<file path="src/rtl/instr_fetch_if.sv">
// Bundle of instruction-memory, redirect and decoder-side signals for the fetch unit.
// The master modport is the fetch unit; the slave modport is its environment.
interface instr_fetch_if;
  logic        imem_req;
  logic [31:0] imem_addr;
  logic        imem_valid;
  logic [31:0] imem_data;
  logic        branch;
  logic [31:0] branch_target;
  logic        instr_ready;
  logic        instr_valid;
  logic [31:0] instruction;
  logic [31:0] instr_pc;

  modport master (
    output imem_req, imem_addr, instr_valid, instruction, instr_pc,
    input  imem_valid, imem_data, branch, branch_target, instr_ready
  );

  modport slave (
    input  imem_req, imem_addr, instr_valid, instruction, instr_pc,
    output imem_valid, imem_data, branch, branch_target, instr_ready
  );
endinterface

</file>
<file path="src/rtl/instr_fetch.sv">
// Instruction fetch unit: one outstanding memory request at a time and a 2-entry
// {word, address} buffer toward the decoder, with branch redirect and flush.
module instr_fetch #(
  parameter logic [31:0] RESET_PC = 32'h0000_0000,
  parameter int unsigned PC_STEP  = 4
) (
  input logic           clock,
  input logic           reset,
  instr_fetch_if.master bus
);

  typedef enum logic [1:0] {IDLE, REQ, WAIT, FLUSH} state_t;

  state_t      state;
  state_t      state_next;
  state_t      reset_state;
  logic [31:0] pc;
  logic [31:0] word0, word1;
  logic [31:0] addr0, addr1;
  logic [1:0]  count;
  logic [1:0]  count_after_push;
  logic        push;
  logic        pop;

  assign push             = (state == WAIT) && bus.imem_valid && !bus.branch;
  assign pop              = (count != 2'd0) && bus.instr_ready;
  assign count_after_push = count + 2'd1 - {1'b0, pop};

  // A request already on the bus when reset hits must still have its response
  // swallowed, so reset parks in FLUSH unless that response arrives right now.
  always_comb begin
    reset_state = IDLE;
    if (state == REQ || ((state == WAIT || state == FLUSH) && !bus.imem_valid))
      reset_state = FLUSH;
  end

  always_comb begin
    state_next = state;
    case (state)
      IDLE: begin
        if (bus.branch || count < 2'd2)
          state_next = REQ;
      end
      REQ: begin
        state_next = bus.branch ? FLUSH : WAIT;
      end
      WAIT: begin
        if (bus.imem_valid) begin
          if (bus.branch || count_after_push < 2'd2)
            state_next = REQ;
          else
            state_next = IDLE;
        end else if (bus.branch) begin
          state_next = FLUSH;
        end
      end
      FLUSH: begin
        if (bus.imem_valid)
          state_next = REQ;
      end
      default: state_next = IDLE;
    endcase
  end

  always_ff @(posedge clock) begin
    if (reset)
      state <= reset_state;
    else
      state <= state_next;
  end

  // Branch wins over any same-cycle push or pop; otherwise the head shifts on pop.
  always_ff @(posedge clock) begin
    if (reset) begin
      pc    <= RESET_PC;
      count <= 2'd0;
      word0 <= 32'h0;
      word1 <= 32'h0;
      addr0 <= 32'h0;
      addr1 <= 32'h0;
    end else if (bus.branch) begin
      pc    <= bus.branch_target;
      count <= 2'd0;
    end else begin
      if (push)
        pc <= pc + 32'(PC_STEP);
      case ({push, pop})
        2'b10: begin
          if (count == 2'd0) begin
            word0 <= bus.imem_data;
            addr0 <= pc;
          end else begin
            word1 <= bus.imem_data;
            addr1 <= pc;
          end
          count <= count + 2'd1;
        end
        2'b01: begin
          word0 <= word1;
          addr0 <= addr1;
          count <= count - 2'd1;
        end
        2'b11: begin
          if (count == 2'd1) begin
            word0 <= bus.imem_data;
            addr0 <= pc;
          end else begin
            word0 <= word1;
            addr0 <= addr1;
            word1 <= bus.imem_data;
            addr1 <= pc;
          end
        end
        default: ;
      endcase
    end
  end

  assign bus.imem_req    = (state == REQ);
  assign bus.imem_addr   = pc;
  assign bus.instr_valid = (count != 2'd0);
  assign bus.instruction = (count != 2'd0) ? word0 : 32'h0;
  assign bus.instr_pc    = (count != 2'd0) ? addr0 : 32'h0;

endmodule

</file>
<file path="src/flat_wrapper.sv">
// flat-port wrapper written by rule: the top's interface ports become plain ports
module instr_fetch_flat 
#(
  parameter logic [31:0] RESET_PC = 32'h0000_0000,
  parameter int unsigned PC_STEP  = 4
)
  (clock, reset, bus_imem_req, bus_imem_addr, bus_instr_valid, bus_instruction, bus_instr_pc, bus_imem_valid, bus_imem_data, bus_branch, bus_branch_target, bus_instr_ready);
  instr_fetch_if bus_i ();
  input logic clock;
  input logic reset;
  output wire logic [$bits(bus_i.imem_req)-1:0] bus_imem_req;
  output wire logic [$bits(bus_i.imem_addr)-1:0] bus_imem_addr;
  output wire logic [$bits(bus_i.instr_valid)-1:0] bus_instr_valid;
  output wire logic [$bits(bus_i.instruction)-1:0] bus_instruction;
  output wire logic [$bits(bus_i.instr_pc)-1:0] bus_instr_pc;
  input wire logic [$bits(bus_i.imem_valid)-1:0] bus_imem_valid;
  input wire logic [$bits(bus_i.imem_data)-1:0] bus_imem_data;
  input wire logic [$bits(bus_i.branch)-1:0] bus_branch;
  input wire logic [$bits(bus_i.branch_target)-1:0] bus_branch_target;
  input wire logic [$bits(bus_i.instr_ready)-1:0] bus_instr_ready;
  assign bus_imem_req = bus_i.imem_req;
  assign bus_imem_addr = bus_i.imem_addr;
  assign bus_instr_valid = bus_i.instr_valid;
  assign bus_instruction = bus_i.instruction;
  assign bus_instr_pc = bus_i.instr_pc;
  assign bus_i.imem_valid = bus_imem_valid;
  assign bus_i.imem_data = bus_imem_data;
  assign bus_i.branch = bus_branch;
  assign bus_i.branch_target = bus_branch_target;
  assign bus_i.instr_ready = bus_instr_ready;
  instr_fetch #(.RESET_PC(RESET_PC), .PC_STEP(PC_STEP)) u_core (.clock(clock), .reset(reset), .bus(bus_i));
endmodule
</file>
<file path="config.mk">
export PLATFORM = sky130hd
export DESIGN_NAME = instr_fetch_flat
export DESIGN_NICKNAME = d
export VERILOG_FILES = /design/src/rtl/instr_fetch_if.sv /design/src/rtl/instr_fetch.sv /design/src/flat_wrapper.sv
export SDC_FILE = /design/constraint.sdc
export NUM_CORES = 1
export LEC_CHECK = 0
export CORE_UTILIZATION = 35
export DETAILED_ROUTE_END_ITERATION = 6
export PLACE_DENSITY = 0.62
export SLEW_MARGIN = 20
export SYNTH_ARGS = -nofsm -noshare
export SYNTH_HDL_FRONTEND = slang
export SYNTH_SLANG_ARGS = --single-unit
</file>
<file path="constraint.sdc">
create_clock -name clock -period 6.2 [get_ports clock]
set_clock_uncertainty 0.15 [all_clocks]
set_input_delay 0.62 -clock clock [delete_from_list [all_inputs] [get_ports clock]]
set_output_delay 0.62 -clock clock [all_outputs]
set_load 0.02 [all_outputs]
</file>
==> summary.md, run 1 <==
| Metric | Value |
|---|---|
| Status | complete, no violations |
| Setup slack at placement | between 2 and 2.5 ns |
| DRT antenna net count | 0 |
| Part of the power in the clock network | 37.6% |
| Layout net count | 1139 |
| Max Clk Rate | approximately 280 MHz |
| GRT Resource Usage Total | around a fifth |
| CTS sink cnt | 164 |
| Area fraction of the dominant cell type after synthesis | 42.6% |
| Placement Rows | 53 |
| Clock insertion delay at the later pin of the skew report | 0.43 ns |
| Clock buffers created by TritonCTS | 17 |
| DIE AREA | 0.0224 mm^2 |
| Count of cells resized by post-cts repair | 0 |
| Crit-path max FO | 40 |
| Share of async-settable or async-resettable flops after synthesis | 0% |
| Proportion of synthesized chip area in sequential cells | 43.4% |
| Type of element capturing the critical path | flop |
| Wire length of the first global-routing pass | 36100 um |
| Vias in the first global route | ~6.6k |
| Power density of the placed cells | 272 mW/mm^2 |
| Total vias in the final route | 7189 |
| HPWL after DPL | 14100 um |
| Total wire length | 22600 um |
| Crit Path Category | in2reg |
| Number of different library cells in the post-synthesis netlist | 52 |
| Effective utilization at floorplan | about 36% |
| Last weighted congestion value of the routability-driven placer | 0.765 |
| Overflow left after global routing | 0 |
| Worst path arrival time | 3.74 ns |
| Cells taking the most area after synthesis | sky130_fd_sc_hd__dfxtp_1 43%, sky130_fd_sc_hd__nand2_1 7.8%, sky130_fd_sc_hd__a221oi_1 7.4% |
| Post-CTS setup buffers | 0 |
| Cell internal power dissipation | 1.93 mW |
| First drt pass iteration count | 5 |
| Combinational Power Share | 17.1% |
| Maximum number of pins on one net before global-route repair | 101 |
| Yosys warns | 0 |
| Synthesized instance count | 956 |
| Fraction of final layout cells with drive strength greater than 1 | 4.66% |
| Antenna fix cells | 0 |
| CTS max path bufs | 2 |
| Type of origin of the critical path | input port |
| HP Class | reg2reg |
| Synth area leader | sky130_fd_sc_hd__dfxtp_1 |
| Final slew viol count | 0 |
| Die X | 150 um |
| Required time of the critical path | 6.39 ns |
| Share of power burned in registers | 45.3% |
| TritonCTS clock tree | built |
| Fraction of the cycle the final worst path needs | 57.3% |
| Minimum hold slack | 0.304 ns |
| # placed instances | 1316 |
| Core Box Area | 0.0212 mm^2 |
| Primary FF master, synth | sky130_fd_sc_hd__dfxtp_1 |
| Maximum ir drop on the vdd rail | 0.000191 V |
| Setup repair after global routing missed its margin | no |
| Most repeated cell in the gate-level netlist after synthesis | sky130_fd_sc_hd__dfxtp_1 |
| Area Overhead vs Synth | 30.3% |
| Number of buffers added to fix hold violations after cts | 0 |
| Master cell of the clock root buffer | sky130_fd_sc_hd__clkbuf_16 |
| Avg WL per Cell | 16.8 um |
| Switching Share | between 20% and 30% |
| H-Tree Level Count | 4 |
| Via-to-Cell Ratio | 5.34 |
| Most instantiated cells after synthesis | 162 x sky130_fd_sc_hd__dfxtp_1, 159 x sky130_fd_sc_hd__nand2_1, 96 x sky130_fd_sc_hd__nor2_1, 74 x sky130_fd_sc_hd__clkbuf_1, 72 x sky130_fd_sc_hd__nor2b_1 |
| Vertical extent of the die | roughly 150 um |
| Net switching power | 0.778 mW |
| Worst slew margin | 38.5% |
| Post-layout utilization of the core | a little under half |
| Final cell count without fillers | ~1.3k |
| Count of buffers from port buffering | between 150 and 200 |
| DRC violation total after the first TritonRoute iteration | 496 |
| Syn_nets | 1035 |
| Number of enable flip-flop cells after synthesis | 2 |
| Slew at the pin closest to its max-slew limit | slightly above 0.9 ns |
| Top-level I/O count | 167 |
| Pleak | approximately 3.2 nW |
| Final setup violating endpoints | 0 |
| Antenna violations before repair | 0 |
| Number of endpoints with negative hold slack in the final report | 0 |
| Number of design rule violations left after detail routing | 0 |
| Maximum capacitance violations | 0 |
| Period minus WS final | 3.55 ns |
| Sum of negative setup slack | 0 ns |
| Clock-pin transition on the worst setup and hold timing paths | 0.07 ns |
| Number of synthesized register bits | 164 |
| Synthesized cell area | 0.00762 mm^2 |
| Syn Area/Cell | ~8 um^2 |
| Fin worst setup slack | approximately 2.6 ns |
-- per-layer routing --
layer  vias to the layer above  track usage [%]  share of wire, %
li1                       3588                -                 -
met1                      3378             28.2                47
met2                       198             32.6                47
met3                        25             3.54               4.4
met4                         0             6.33               1.6
met5                         -                0                 0
-- worst paths after layout --
path / cells past startpoint / endpoint / start / slack [ns]
worst min register to register: 2 / u_core.addr1[4] / u_core.addr1[4] / 0.30
worst max register to register: 11 / u_core.addr1[28] / u_core.state[0] / 2.80
worst min-delay path: 2 / u_core.addr1[4] / u_core.addr1[4] / 0.30
worst max-delay path: 11 / u_core.addr1[28] / bus_branch / 2.65
-- sequential cells by signal (all words and copies together), names as in the netlist --
register / count
u_core.state: 2
u_core.addr1: 32
u_core.bus.imem_addr: 32
u_core.word1: 32
u_core.word0: 32
u_core.count: 2
u_core.addr0: 32
-- cells by family after synthesis --
| group | share of synthesized area (%) |
|---|---|
| AOI/OAI and AO/OA | 17.6 |
| xor gates and xnor gates | 1.84 |
| adders and majority gates | 1.64 |
| buffers and inverters | 5.40 |
| DFF | 43.4 |
| muxes | 0.394 |
| and+or+nand+nor | 29.8 |
-- placed cells by master, fill, tap and decap left out, drive strengths merged, types with 10 or more instances in the layout --
master / Yosys / final
a211oi: 11 / 11
a21oi: 71 / 71
a221oi: 64 / 64
buf: 16 / 12
clkbuf: 76 / 21
clkdlybuf4s50: 0 / 165
dfxtp: 162 / 162
ha: 10 / 10
inv: 12 / 14
nand2: 159 / 159
nand3: 16 / 16
nand4: 13 / 13
nor2: 96 / 96
nor2b: 72 / 72
nor3: 71 / 71
or4: 10 / 10
xor2: 11 / 11
-- stage by stage --
stage                     total power [mW]  area (um^2)
after global routing                  2.84         9920
after detailed placement              1.71         9360
after floorplan                       1.52         7620
final                                 2.70         9920
after global placement                1.71         9360
after CTS                             2.73         9920
-- power by group through the flow --
stage | logic (mW) | registers (mW) | clock network (mW)
2_1_floorplan | 0.296 | 1.23 | 0
3_3_place_gp | 0.460 | 1.25 | 0
3_5_place_dp | 0.464 | 1.25 | 0
4_1_cts | 0.466 | 1.22 | 1.04
5_1_grt | 0.517 | 1.24 | 1.08
6_report | 0.462 | 1.23 | 1.02
-- layout make-up --
cell class                 instances  area [um^2]
tap                              275          344
sequential                       164         3300
timing repair buffer             177         1750
inverter                          13         48.8
fill                            2079        11200
multi-input combinational        687         3920
clock inverter                    10          100
clock buffer                      21          460
-- critical path, cell delays in order --
cell	delay, ns
sky130_fd_sc_hd__clkdlybuf4s50_1	0.45
sky130_fd_sc_hd__buf_4	0.41
sky130_fd_sc_hd__clkinv_1	0.16
sky130_fd_sc_hd__nand2_1	0.11
sky130_fd_sc_hd__inv_1	0.07
sky130_fd_sc_hd__ha_1	0.22
sky130_fd_sc_hd__a21oi_1	0.19
sky130_fd_sc_hd__o211a_2	0.81
sky130_fd_sc_hd__buf_4	0.43
sky130_fd_sc_hd__nand2_1	0.09
sky130_fd_sc_hd__a21oi_1	0.14
(Power assumes the default switching activity.)
==> run 2: changes to the inputs <==
Clock period 6.2 ns to 3.3 ns, I/O delays scaled along.
==> summary.md, run 2 (synthesized netlist as in run 1, its figures left out) <==
| Metric | Value |
|---|---|
| Status | complete, no violations |
| Clock insertion delay at the later pin of the skew report | 0.43 ns |
| Type of element capturing the critical path | output port |
| Effective utilization at floorplan | 36.0% |
| Sum of negative setup slack | 0 ns |
| Area taken by flip-flops and latches | 0.00330 mm^2 |
| DRT antenna net count | 0 |
| Worst path arrival time | about 2.5 ns |
| Maximum ir drop on the vdd rail | between 0.0003 and 0.0004 V |
| Placement Rows | 53 |
| Final setup violating endpoints | 0 |
| Required time of the critical path | 2.82 ns |
| Maximum capacitance violations | 0 |
| Post-layout utilization of the core | 47.9% |
| Maximum number of pins on one net before global-route repair | approximately 140 |
| Number of fill cells | 2073 |
| Vertical extent of the die | 150 um |
| Antenna fix cells | 0 |
| Count of buffers from port buffering | 166 |
| Pleak | approximately 3.3 nW |
| Fin worst setup slack | 0.351 ns |
| Design Power | 5.29 mW |
| Count of cells resized by post-cts repair | 0 |
| Post-CTS setup buffers | 0 |
| HPWL after DPL | 14200 um |
| Via-to-Cell Ratio | approximately 5.3 |
| Crit-path max FO | 67 |
| Period minus WS final | 2.95 ns |
| TritonCTS clock tree | built |
| Fraction of final layout cells with drive strength greater than 1 | 5.55% |
| Layout net count | around 1.2k |
| Avg WL per Cell | ~17 um |
| Antenna violations before repair | 0 |
| H-Tree Level Count | 4 |
| Clock buffers created by TritonCTS | 17 |
| CTS max path bufs | 2 |
| CTS sink cnt | roughly 160 |
| Number of design rule violations left after detail routing | 0 |
| Area of the multi-input gates | 0.00392 mm^2 |
| Wire length of the first global-routing pass | 35900 um |
| Total wire length | 22600 um |
| DIE AREA | 0.0224 mm^2 |
| Setup repair after global routing missed its margin | no |
| Master cell of the clock root buffer | sky130_fd_sc_hd__clkbuf_16 |
| Crit Path Category | reg2out |
| Vias in the first global route | roughly 6.6k |
| Die X | 150 um |
| Slew at the pin closest to its max-slew limit | around 1.1 ns |
| Type of origin of the critical path | flop |
| Worst slew margin | between 20% and 30% |
| Power density of the placed cells | 522 mW/mm^2 |
| Top-level I/O count | 167 |
| GRT Resource Usage Total | between 20% and 30% |
| Fraction of the cycle the final worst path needs | 89.4% |
| Total vias in the final route | 7178 |
| First drt pass iteration count | 4 |
| Number of endpoints with negative hold slack in the final report | 0 |
| Most common library cell in the layout ignoring fill and taps | sky130_fd_sc_hd__clkdlybuf4s50_1 |
| Number of buffers added to fix hold violations after cts | 0 |
| Max Clk Rate | 339 MHz |
| Core Box Area | ~0.021 mm^2 |
| Last weighted congestion value of the routability-driven placer | 0.764 |
| Final slew viol count | 0 |
| HP Class | reg2reg |
| DRC violation total after the first TritonRoute iteration | 589 |
| Overflow left after global routing | 0 |
| Area Overhead vs Synth | 33.1% |
| Clock-pin transition on the worst setup and hold timing paths | 0.06 ns |
| Setup slack at placement | approximately 0.41 ns |
| Highest-count cells in the layout ignoring fill and taps | 165 x sky130_fd_sc_hd__clkdlybuf4s50_1, 162 x sky130_fd_sc_hd__dfxtp_1, 158 x sky130_fd_sc_hd__nand2_1, 96 x sky130_fd_sc_hd__nor2_1, 72 x sky130_fd_sc_hd__nor2b_1 |
| Minimum hold slack | 0.302 ns |
## run 2: cell count changes in the layout (fill, tap and decap cells not counted), sizes merged
cell / delta
buf: +11
inv: -2
bufinv: +3
clkinv: -3
clkinvlp: +1
## run 2: worst max-delay path, cell delays in order (launching register included)
cell and delay, ns:
sky130_fd_sc_hd__dfxtp_1 0.32, sky130_fd_sc_hd__inv_1 0.10, sky130_fd_sc_hd__ha_2 0.20, sky130_fd_sc_hd__buf_4 0.60, sky130_fd_sc_hd__nor2b_1 0.21, sky130_fd_sc_hd__clkdlybuf4s50_1 0.60
## run 2: power breakdown
part | switching, mW | internal (mW) | total (mW) | leakage (nW)
Clock | 0.795 | 1.30 | 2.09 | 0.295
Sequential | 0.140 | 2.15 | 2.29 | 1.34
Combinational | 0.496 | 0.412 | 0.908 | 1.64
Total | 1.43 | 3.86 | 5.29 | 3.28
## run 2: metrics by stage
stage | instance area [um^2] | instances
6_report | 10100 | 1357
4_1_cts | 10100 | 1357
3_5_place_dp | 9520 | 1327
3_3_place_gp | 9520 | 1327
5_1_grt | 10100 | 1357
2_1_floorplan | 7620 | 956
## run 2: final cells by class
type / instances / share of cell area (%)
Inverter: 13 / 0.482
Sequential cell: 164 / 32.6
Multi-Input combinational cell: 687 / 38.7
Clock inverter: 9 / 1.52
Clock buffer: 21 / 4.54
Timing Repair Buffer: 188 / 18.8
Tap cell: 275 / 3.40
## run 2: metal layers
metal	vias to the layer above	GRT usage [%]	share of wire (%)
met5	-	0	0
met4	0	4.74	0.85
met3	16	4.05	4.9
met2	184	32.9	48
met1	3371	28.3	46
li1	3607	-	-
## run 2: path summary, 6_finish.rpt
check | start | end | slack (ns) | cells after the start
max | u_core.count[1] | bus_instr_pc[16] | 0.35 | 5
min | u_core.addr1[11] | u_core.addr1[11] | 0.30 | 2
max reg2reg | u_core.state[0] | u_core.bus.imem_addr[24] | 0.56 | 6
min reg2reg | u_core.addr1[11] | u_core.addr1[11] | 0.30 | 2
